File: src/rtl/addsub_pkg.sv
// Shared constants for the add/subtract arbiter: default width, output FSM
// encoding and requester identifiers.
package addsub_pkg;

    localparam int WIDTH_DEFAULT = 4;

    localparam logic [0:0] ST_EMPTY = 1'b0;
    localparam logic [0:0] ST_FULL  = 1'b1;

    localparam logic ID_REQ0 = 1'b0;
    localparam logic ID_REQ1 = 1'b1;

    // Two's-complement overflow from the carries around the sign bit.
    function automatic logic ovf_flag(input logic c_msb_in, input logic c_msb_out);
        return c_msb_in ^ c_msb_out;
    endfunction

endpackage

File: src/rtl/addsub_unit.sv
// Combinational ripple-carry adder/subtractor: sum = a + (b ^ {W{sub}}) + sub.
// Exposes the carry into the MSB so the caller can derive signed overflow.
module addsub_unit #(
    parameter int WIDTH = 4
) (
    input  logic [WIDTH-1:0] i_a,
    input  logic [WIDTH-1:0] i_b,
    input  logic             i_sub,
    output logic [WIDTH-1:0] o_sum,
    output logic             o_cout,
    output logic             o_c_msb
);

    always_comb begin
        logic v_c;
        logic v_b;
        // NOTE: every output gets a default before the loop so no path leaves one unassigned (no latch).
        v_c     = i_sub;
        v_b     = 1'b0;
        o_sum   = '0;
        o_c_msb = 1'b0;
        for (int i = 0; i < WIDTH; i++) begin
            v_b      = i_b[i] ^ i_sub;
            o_sum[i] = i_a[i] ^ v_b ^ v_c;
            if (i == WIDTH - 1) begin
                o_c_msb = v_c;
            end
            v_c = (i_a[i] & v_b) | (v_c & (i_a[i] ^ v_b));
        end
        o_cout = v_c;
    end

endmodule

File: src/rtl/addsub_arbiter.sv
// Two requesters share one adder/subtractor under round-robin arbitration;
// a single result register with a valid/ready handshake holds each answer.
module addsub_arbiter
    import addsub_pkg::*;
#(
    parameter int WIDTH = WIDTH_DEFAULT
) (
    input  logic             clk,
    input  logic             rst,
    input  logic             req0,
    input  logic             req1,
    input  logic             m0,
    input  logic             m1,
    input  logic [WIDTH-1:0] a0,
    input  logic [WIDTH-1:0] b0,
    input  logic [WIDTH-1:0] a1,
    input  logic [WIDTH-1:0] b1,
    output logic             gnt0,
    output logic             gnt1,
    output logic             res_valid,
    input  logic             res_ready,
    output logic [WIDTH-1:0] res_sum,
    output logic             res_cout,
    output logic             res_ovf,
    output logic             res_id
);

    logic [0:0]       r_state;
    logic             r_last;
    logic [WIDTH-1:0] r_sum;
    logic             r_cout;
    logic             r_ovf;
    logic             r_id;

    logic             w_full;
    logic             w_accept_ok;
    logic             w_win0;
    logic             w_win1;
    logic             w_gnt0;
    logic             w_gnt1;
    logic             w_any_gnt;
    logic [WIDTH-1:0] w_a;
    logic [WIDTH-1:0] w_b;
    logic             w_m;
    logic [WIDTH-1:0] w_sum;
    logic             w_cout;
    logic             w_c_msb;

    assign w_full      = (r_state == ST_FULL);
    assign w_accept_ok = (r_state == ST_EMPTY) || (w_full && res_ready);

    // On contention the requester that was not granted last time wins.
    assign w_win0 = req0 && (!req1 || (r_last == ID_REQ1));
    assign w_win1 = req1 && (!req0 || (r_last == ID_REQ0));

    assign w_gnt0    = !rst && w_accept_ok && w_win0;
    assign w_gnt1    = !rst && w_accept_ok && w_win1;
    assign w_any_gnt = w_gnt0 || w_gnt1;

    assign w_a = w_gnt1 ? a1 : a0;
    assign w_b = w_gnt1 ? b1 : b0;
    assign w_m = w_gnt1 ? m1 : m0;

    addsub_unit #(
        .WIDTH (WIDTH)
    ) u_addsub (
        .i_a     (w_a),
        .i_b     (w_b),
        .i_sub   (w_m),
        .o_sum   (w_sum),
        .o_cout  (w_cout),
        .o_c_msb (w_c_msb)
    );

    // NOTE: sequential state uses non-blocking assignments so every register samples pre-edge values.
    always_ff @(posedge clk) begin
        if (rst) begin
            r_state <= ST_EMPTY;
            r_last  <= ID_REQ1;
            r_sum   <= '0;
            r_cout  <= 1'b0;
            r_ovf   <= 1'b0;
            r_id    <= ID_REQ0;
        end else if (w_any_gnt) begin
            r_state <= ST_FULL;
            r_last  <= w_gnt1 ? ID_REQ1 : ID_REQ0;
            r_sum   <= w_sum;
            r_cout  <= w_cout;
            r_ovf   <= ovf_flag(w_c_msb, w_cout);
            r_id    <= w_gnt1 ? ID_REQ1 : ID_REQ0;
        end else if (w_full && res_ready) begin
            r_state <= ST_EMPTY;
        end
    end

    assign gnt0      = w_gnt0;
    assign gnt1      = w_gnt1;
    assign res_valid = w_full;
    assign res_sum   = r_sum;
    assign res_cout  = r_cout;
    assign res_ovf   = r_ovf;
    assign res_id    = r_id;

endmodule

File: config.mk
export PLATFORM = sky130hd
export DESIGN_NAME = addsub_arbiter
export DESIGN_NICKNAME = d
export VERILOG_FILES = /design/src/rtl/addsub_pkg.sv /design/src/rtl/addsub_unit.sv /design/src/rtl/addsub_arbiter.sv
export SDC_FILE = /design/constraint.sdc
export NUM_CORES = 1
export LEC_CHECK = 0
export BUFFER_PORTS_ARGS = -buffer_cell sky130_fd_sc_hd__buf_2
export CAP_MARGIN = 20
export CORE_MARGIN = 2
export CORE_UTILIZATION = 30
export DETAILED_ROUTE_END_ITERATION = 6
export PLACE_DENSITY = 0.66
export SLEW_MARGIN = 20
export SYNTH_ARGS = -nofsm -noshare
export SYNTH_HDL_FRONTEND = slang
export SYNTH_SLANG_ARGS = --single-unit
export TNS_END_PERCENT = 50
File: constraint.sdc
create_clock -name clk -period 9 [get_ports clk]
set_input_delay 1.35 -clock clk [delete_from_list [all_inputs] [get_ports clk]]
set_output_delay 1.35 -clock clk [all_outputs]
set_load 0.02 [all_outputs]
==> metrics.md, run 1 <==
| Metric | Value |
|---|---|
| Max Cap Viol | `0` |
| Share of the synthesized area in the top cell type | `26.9%` |
| Cells along the critical path | `buf_2 -> nor2b_1 -> nor3_4 -> mux2_4 -> fa_1 -> inv_1 -> fa_1 -> inv_1 -> fa_1 -> xnor2_1 -> nand4_1 -> a21oi_1` |
| CTS H-tree lvls | `1` |
| Portion of total power attributed to combinational logic | `a little over a third` |
| Max Transition Viols Final | `0` |
| Tot GR Track Use | `~12%` |
| Most frequent cell on the critical path | `fa_1` |
| Reg area | `180 um2` |
| Final standard cell count with taps included and fillers excluded | `129` |
| Hold violation count in the final report | `0` |
| Global-route wire length before repair | `2.55 mm` |
| DR iter-0 viols | `7` |
| Post-route core utilization | `40.2%` |
| Clock Skews | `0.00589 ns` |
| Gr ovfl total | `0` |
| Critical path start-end classification | `in -> reg` |
| Sequential element share of the synthesized area | `26.9%` |
| Via-per-instance ratio | `4.97` |
| Post-Syn Area | `671 um2` |
| Cell variety after synth | `29` |
| Setup violators final | `0` |
| Most used cells in the layout excluding fill and tap cells | `buf_2, dfxtp_1, mux2i_1` |
| Slew at the pin closest to its max-slew limit | `between 0.8 and 0.9 ns` |
| Share of post-route cells with drive strength above 1 | `39.6%` |
| Top cells by area in the synthesized netlist | `dfxtp_1, mux2i_1, fa_1` |
| Largest stage delay on the critical path | `0.66 ns` |
| Hold/Removal Path Class | `reg -> reg` |
| Kind of cell adding the most delay to the critical path | `adder cells` |
| Quantity of hold-fixing buffers added after cts | `0` |
| CP startpoint kind | `primary input` |
| Reported net switching power | `roughly 0.040 mW` |
| FF-to-FF path depth | `11` |
| Share of total power consumed by net switching | `33.2%` |
| Share of power burned in the clock network | `25.4%` |
| Area of the die | `between 2000 and 3000 um2` |
| Final worst-path cycle share | `44.9%` |
| Width of the die | `51.3 um` |
| Depth of the worst hold-timing path | `2` |
| Final total negative setup slack | `0 ns` |
| Placeable core area | `2170 um2` |
| Buffers inserted during post-CTS setup optimization | `0` |
| Maximum number of pins on one net before global-route repair | `16` |
| Die height | `51.3 um` |
| TritonCTS clock tree | `done` |
| Clk buf depth | `2` |
| Antenna Nets Post-Route | `0` |
| Maximum fanout count along the critical path | `10` |
| Latest clock arrival within the worst-skew pair | `0.25 ns` |
| Overall via count from detail_route | `between 600 and 700` |
| Multiplexer share of the synthesized area | `approximately 15%` |
| Data required, critical path | `9.19 ns` |
| Peak Freq | `247 MHz` |
| Clock slew at the register clock pins of the worst setup and hold paths | `0.07 ns` |
| Crit path arrival time | `4.23 ns` |
| Power per unit of standard cell area | `138 nW/um2` |
| Sort of element at the end of the critical path | `register` |
| Cell depth of the worst setup path | `12` |
| Root buf cell | `clkbuf_4` |
| Cell internal pwr | `0.0804 mW` |
| TritonCTS buffer count | `3` |
| Flop and latch count out of synthesis | `9` |
| Number of buffer cells added on primary ports | `32` |
| Placer's final routability congestion estimate | `slightly below 0.7` |
| Count of TritonRoute iterations in the first routing pass | `4` |
| Area of the multi-input gates | `452 um2` |
| Area grow syn2layout | `30.0%` |
| Main combinational cell family by area after synthesis | `compound AO/OA/AOI/OAI gates` |
| Static power due to leakage | `0.391 nW` |
| Ant. Diodes | `0` |
| Post-synthesis share of cell area spent on full adders, half adders and majority gates | `8.96%` |
| Post-CTS resize count | `0` |
| DRC violation count after routing | `0` |
| Number of buffer and inverter instances along the worst setup path | `3` |
| Status | `complete, no violations` |
| Highest-delay cell along the critical path | `nor2b_1` |
| Avg Inst Size Synth | `9.58 um2` |
| Routed wire length | `1.48 mm` |
| Setup repair after global routing missed its margin | `no` |
| Std-Cell Rows | `17` |
| Seq pwr share | `38.0%` |
| Clock period minus worst slack | `4.05 ns` |
| Synthesized netlist net count | `96` |
| Overall power | `0.120 mW` |
| Compound-Gate Fraction of Synth Area | `between 20% and 30%` |
| Count of nets after finishing | `approximately 130` |
| Initial core utilization | `a little under a third` |
| Worst rel slew slack | `42.8%` |
| Maximum vdd drop | `around 0.000059 V` |
| Commonest non-fill, non-tap cell in the layout | `buf_2` |
| Xor and xnor area share after synthesis | `11.8%` |
| Number of inserted filler cells in the final layout | `233` |
| Library cell with the largest summed area after synthesis | `dfxtp_1` |
| I/O pin cnt | `33` |
| Sink count of the clock tree | `9` |
| Antenna violations before repair | `0` |
| Number of placed instances with taps included | `125` |
| Synth Warn # | `0` |
| Detailed-route wire length per cell | `11.5 um` |
| Half-perimeter wire length after detailed placement | `1.21 mm` |
| Final-layout worst hold slack | `0.463 ns` |
| Vias in the first global route | `approximately 600` |
| Number of instances in the synthesized netlist | `70` |
| Post-synthesis simple-gate area fraction | `between 10 and 15%` |
==> synth_stat cells (all sizes together) <==
master   count
o31a         1
a2111oi      1
nor2b        1
o41ai        1
nor4         1
fa           3
a21oi        5
o22ai        1
nand2        2
o31ai        4
mux2i        7
dfxtp        9
or2          1
o221ai       1
inv          4
nand2b       1
buf          1
nor3         1
a21bo        1
xor2         3
a31oi        1
a311oi       1
nor2         1
mux2         2
clkbuf       4
o211ai       1
xnor2        6
clkinv       1
nand4        4
==> layer usage <==
metal,global-route usage [%],wire (um),share of wire [%],vias to the layer above
met3,2.34,131,8.8,4
met1,15.2,602,41,278
met4,3.95,34,2.3,0
li1,-,-,-,315
met5,0,0,0,-
met2,21.6,715,48,44
==> worst register-to-register path: cells and delay by family (launching register included) <==
kind,cells,cell delay (ns)
simple gates,3,0.98
compound gates,1,0.15
xor+xnor,1,0.18
fa+ha+maj,3,1.01
buf+inv,2,0.14
mux,1,0.35
flops,1,0.34
==> area by class of cell <==
cell class,instances,share of cell area (%)
Inverter,5,2.15
Multi-Input combinational cell,51,51.8
Clock buffer,4,3.01
Sequential cell,9,20.7
Timing Repair Buffer,32,18.4
Tap cell,28,4.02
==> state kept, by name, indices dropped and copies added, names as in the netlist <==
name,count
r_last,1
res_cout,1
res_id,1
res_ovf,1
res_sum,4
res_valid,1
==> power groups by stage <==
| stage | registers (mW) | clock network [mW] | logic [mW] |
|---|---|---|---|
| 2_1_floorplan | 0.0509 | 0 | 0.0251 |
| 3_3_place_gp | 0.0465 | 0 | 0.0429 |
| 3_5_place_dp | 0.0465 | 0 | 0.0439 |
| 4_1_cts | 0.0457 | 0.0309 | 0.0443 |
| 5_1_grt | 0.0462 | 0.0336 | 0.0487 |
| 6_report | 0.0457 | 0.0306 | 0.0440 |
==> cell families (layout without fill, tap and decap cells) <==
family,count (synthesis),count (layout)
AOI/OAI and AO/OA,18,18
xor gates and xnor gates,9,9
muxes,9,9
DFF,9,9
adders and majority gates,3,3
buffers and inverters,10,41
and+or+nand+nor,12,12
==> path summary, 6_finish.rpt <==
check            start  endpoint  slack (ns)
max reg2reg  res_valid   res_ovf        5.79
max          res_ready   res_ovf        4.95
min reg2reg     res_id    res_id        0.46
min             res_id    res_id        0.46
==> per-stage QoR <==
| stage | setup slack (ns) | cell area (um2) |
|---|---|---|
| after floorplan | 5.05 | 671 |
| after global placement | 4.75 | 846 |
| after detailed placement | 4.70 | 846 |
| after CTS | 4.94 | 872 |
| after global routing | 4.74 | 872 |
| final | 4.95 | 872 |
Note: power is estimated with default switching activity, not from simulation.
==> inputs of run 2 (changes only) <==
--- a/config.mk
+++ b/config.mk
@@ -5,12 +5,13 @@
 export SDC_FILE = /design/constraint.sdc
 export NUM_CORES = 1
 export LEC_CHECK = 0
+export ABC_AREA = 1
 export BUFFER_PORTS_ARGS = -buffer_cell sky130_fd_sc_hd__buf_2
 export CAP_MARGIN = 20
 export CORE_MARGIN = 2
 export CORE_UTILIZATION = 30
 export DETAILED_ROUTE_END_ITERATION = 6
-export PLACE_DENSITY = 0.66
+export PLACE_DENSITY = 0.67
 export SLEW_MARGIN = 20
 export SYNTH_ARGS = -nofsm -noshare
 export SYNTH_HDL_FRONTEND = slang
==> constraint.sdc (replaced) <==
create_clock -name clk -period 3.85 [get_ports clk]
set_input_delay 0.5775 -clock clk [delete_from_list [all_inputs] [get_ports clk]]
set_output_delay 0.5775 -clock clk [all_outputs]
set_load 0.02 [all_outputs]
==> run 2 against run 1 <==
  * Total power up 140%
  * Clock-buffer cell count unchanged
  * Setup slack worse by 3.9 ns
  * Sequential power increased by 140%
  * Design area shrank 1.1%
  * Cell count rose by 22%
  * Largest power group unchanged
==> metrics.md, run 2 <==
| Metric | Value |
|---|---|
| Status | `complete, no violations` |
| Overall via count from detail_route | `roughly 690` |
| Setup violators final | `0` |
| Maximum vdd drop | `about 0.00026 V` |
| Number of flip-flops in the largest register | `4` |
| Routed wire length | `~1.4 mm` |
| Cell internal pwr | `0.186 mW` |
| Cell variety after synth | `20` |
| Critical path start-end classification | `in -> reg` |
| Buffers inserted during post-CTS setup optimization | `0` |
| Final worst-path cycle share | `72.5%` |
| Share of the synthesized area in the top cell type | `27.6%` |
| Placeable core area | `about 2000 um2` |
| Final-layout worst hold slack | `0.491 ns` |
| Sink count of the clock tree | `9` |
| Crit path arrival time | `2.92 ns` |
| Sort of element at the end of the critical path | `register` |
| Top cells by area in the synthesized netlist | `dfxtp_1, nand2_1, fa_1` |
| Width of the die | `50.7 um` |
| Die height | `50.7 um` |
| Clk buf depth | `2` |
| Share of post-route cells with drive strength above 1 | `33.1%` |
| Area of the die | `2570 um2` |
| Flop and latch count out of synthesis | `9` |
| Power per unit of standard cell area | `334 nW/um2` |
| CP startpoint kind | `primary input` |
| Worst setup startpoint | `res_ready` |
| Number of instances in the synthesized netlist | `95` |
| Post-synthesis async set-or-reset flop share | `0%` |
| Post-CTS resize count | `0` |
| Hold/Removal Path Class | `reg -> reg` |
| Avg Inst Size Synth | `6.88 um2` |
| Count of nets after finishing | `157` |
| DRC violation count after routing | `0` |
| Static power due to leakage | `0.504 nW` |
| Number of flops mapped to enable cells by yosys | `0` |
| Half-perimeter wire length after detailed placement | `1.22 mm` |
| Placer's final routability congestion estimate | `0.730` |
| Detailed-route wire length per cell | `9.22 um` |
| Initial core utilization | `32.6%` |
| End of the worst register-to-register path | `res_ovf` |
| Maximum fanout count along the critical path | `13` |
| Share of power burned in the clock network | `between 20 and 30%` |
| TritonCTS buffer count | `3` |
| Via-per-instance ratio | `approximately 4.4` |
| Tot GR Track Use | `~13%` |
| Synth Warn # | `0` |
| Maximum number of pins on one net before global-route repair | `14` |
| Setup repair after global routing missed its margin | `no` |
| Post-Syn Area | `653 um2` |
| I/O pin cnt | `33` |
| Portion of total power attributed to combinational logic | `37.6%` |
| Top post-synthesis cells by count | `nand2_1, inv_1, dfxtp_1` |
| Setup slack of the most critical reg-to-reg path | `1.14 ns` |
| Reported net switching power | `0.102 mW` |
| Commonest non-fill, non-tap cell in the layout | `buf_2` |
| Launching point of the worst reg2reg path | `r_last` |
| TritonCTS clock tree | `done` |
| Peak Freq | `about 360 MHz` |
| Most instantiated library cell after synthesis | `nand2_1` |
| Worst setup path endpoint | `res_ovf` |
| Max Transition Viols Final | `0` |
| Clock period minus worst slack | `approximately 2.8 ns` |
| Slew at the pin closest to its max-slew limit | `0.425 ns` |
| Number of inserted filler cells in the final layout | `225` |
| Synth Flop Type | `dfxtp_1` |
| Synthesized netlist net count | `between 100 and 150` |
| Latest clock arrival within the worst-skew pair | `0.26 ns` |
| CTS H-tree lvls | `1` |
| Worst rel slew slack | `71.7%` |
| DR iter-0 viols | `7` |
| Root buf cell | `clkbuf_4` |
| Ant. Diodes | `0` |
| Max Cap Viol | `0` |
| Gr ovfl total | `0` |
| Count of TritonRoute iterations in the first routing pass | `4` |
| Most used cells in the layout excluding fill and tap cells | `buf_2, nand2_1, inv_1` |
| Sequential element share of the synthesized area | `27.6%` |
| Seq pwr share | `37.4%` |
| Clock Skews | `0.00376 ns` |
| Hold violation count in the final report | `0` |
| Antenna Nets Post-Route | `0` |
| FF-to-FF path depth | `14` |
| Vias in the first global route | `between 600 and 700` |
| Data required, critical path | `slightly below 4 ns` |
| Number of buffer cells added on primary ports | `32` |
| Area grow syn2layout | `32.0%` |
| Library cell with the largest summed area after synthesis | `dfxtp_1` |
| Final total negative setup slack | `0 ns` |
| Antenna violations before repair | `0` |
| Std-Cell Rows | `16` |
| Clock slew at the register clock pins of the worst setup and hold paths | `0.06 ns` |
| Share of total power consumed by net switching | `between 30% and 40%` |
| Quantity of hold-fixing buffers added after cts | `0` |
| Global-route wire length before repair | `2.66 mm` |
-- run 2: cell count changes after synthesis, moves of 3 or more --
cell / before / now
clkbuf_1: 4 / 0
inv_1: 4 / 12
inv_2: 0 / 3
mux2i_1: 7 / 1
nand2_1: 2 / 31
nand3_1: 0 / 3
nand4_1: 4 / 0
nor2_1: 1 / 7
o21ai_0: 0 / 8
o31ai_1: 4 / 0
xnor2_1: 6 / 3
-- run 2: logic make-up after synthesis --
| logic type | Yosys count | synth area share [%] |
|---|---|---|
| simple gates | 45 | 31.6 |
| compound gates | 17 | 14.4 |
| buf+inv | 16 | 10.3 |
| flops | 9 | 27.6 |
| xor+xnor | 4 | 5.36 |
| fa+ha+maj | 3 | 9.20 |
| mux | 1 | 1.53 |
-- run 2: worst max-delay path, cell delays in order --
cell     delay [ns]
buf_2          0.07
inv_1          0.04
a21oi_1        0.20
nand2_2        0.20
nand2_1        0.10
nand2_1        0.13
o21a_1         0.23
fa_1           0.35
inv_1          0.07
fa_1           0.20
inv_1          0.06
fa_1           0.41
xor2_1         0.18
a21oi_1        0.08
-- run 2: worst min-delay path by stage --
stage / from / end / slack, ns / cells past startpoint
floorplan: r_last / r_last / 0.45 / 2
global placement: res_id / res_id / 0.47 / 2
detailed placement: r_last / r_last / 0.48 / 2
CTS: r_last / r_last / 0.50 / 2
global route: rst / res_valid / 0.51 / 2
finish: res_id / res_id / 0.49 / 2
-- run 2: layout make-up --
class	count	area, um2	area share [%]
inverters	15	56.3	6.53
well taps	27	33.8	3.92
repair buffers	32	160	18.6
clock buffers	4	26.3	3.05
multi-input cells	70	405	47.0
flip-flops and latches	9	180	20.9
-- run 2: power by group through the flow --
stage	logic (mW)	clock network, mW	registers, mW
floorplan	0.0656	0	0.121
finish	0.108	0.0722	0.108
CTS	0.110	0.0750	0.108
detailed placement	0.110	0	0.110
global placement	0.108	0	0.110
global route	0.124	0.0817	0.109
-- run 2: stage by stage --
step	setup slack (ns)	instances	util [%]	cell area, um2	total power, mW
after floorplan	1.13	95	-	653	0.186
after global placement	0.909	153	41.8	836	0.218
after detailed placement	0.765	153	41.8	836	0.220
after CTS	1.04	157	43.1	862	0.293
after global routing	0.814	157	43.1	862	0.315
final	1.06	157	43.1	862	0.288
-- run 2: routing by layer --
metal	wire, um	share of wire [%]	global-route usage [%]	vias up
met2	704	49	24.3	25
met3	116	8.0	5.65	0
met4	0	0	1.35	0
met1	627	43	15.1	305
li1	-	-	-	363
met5	0	0	0	-
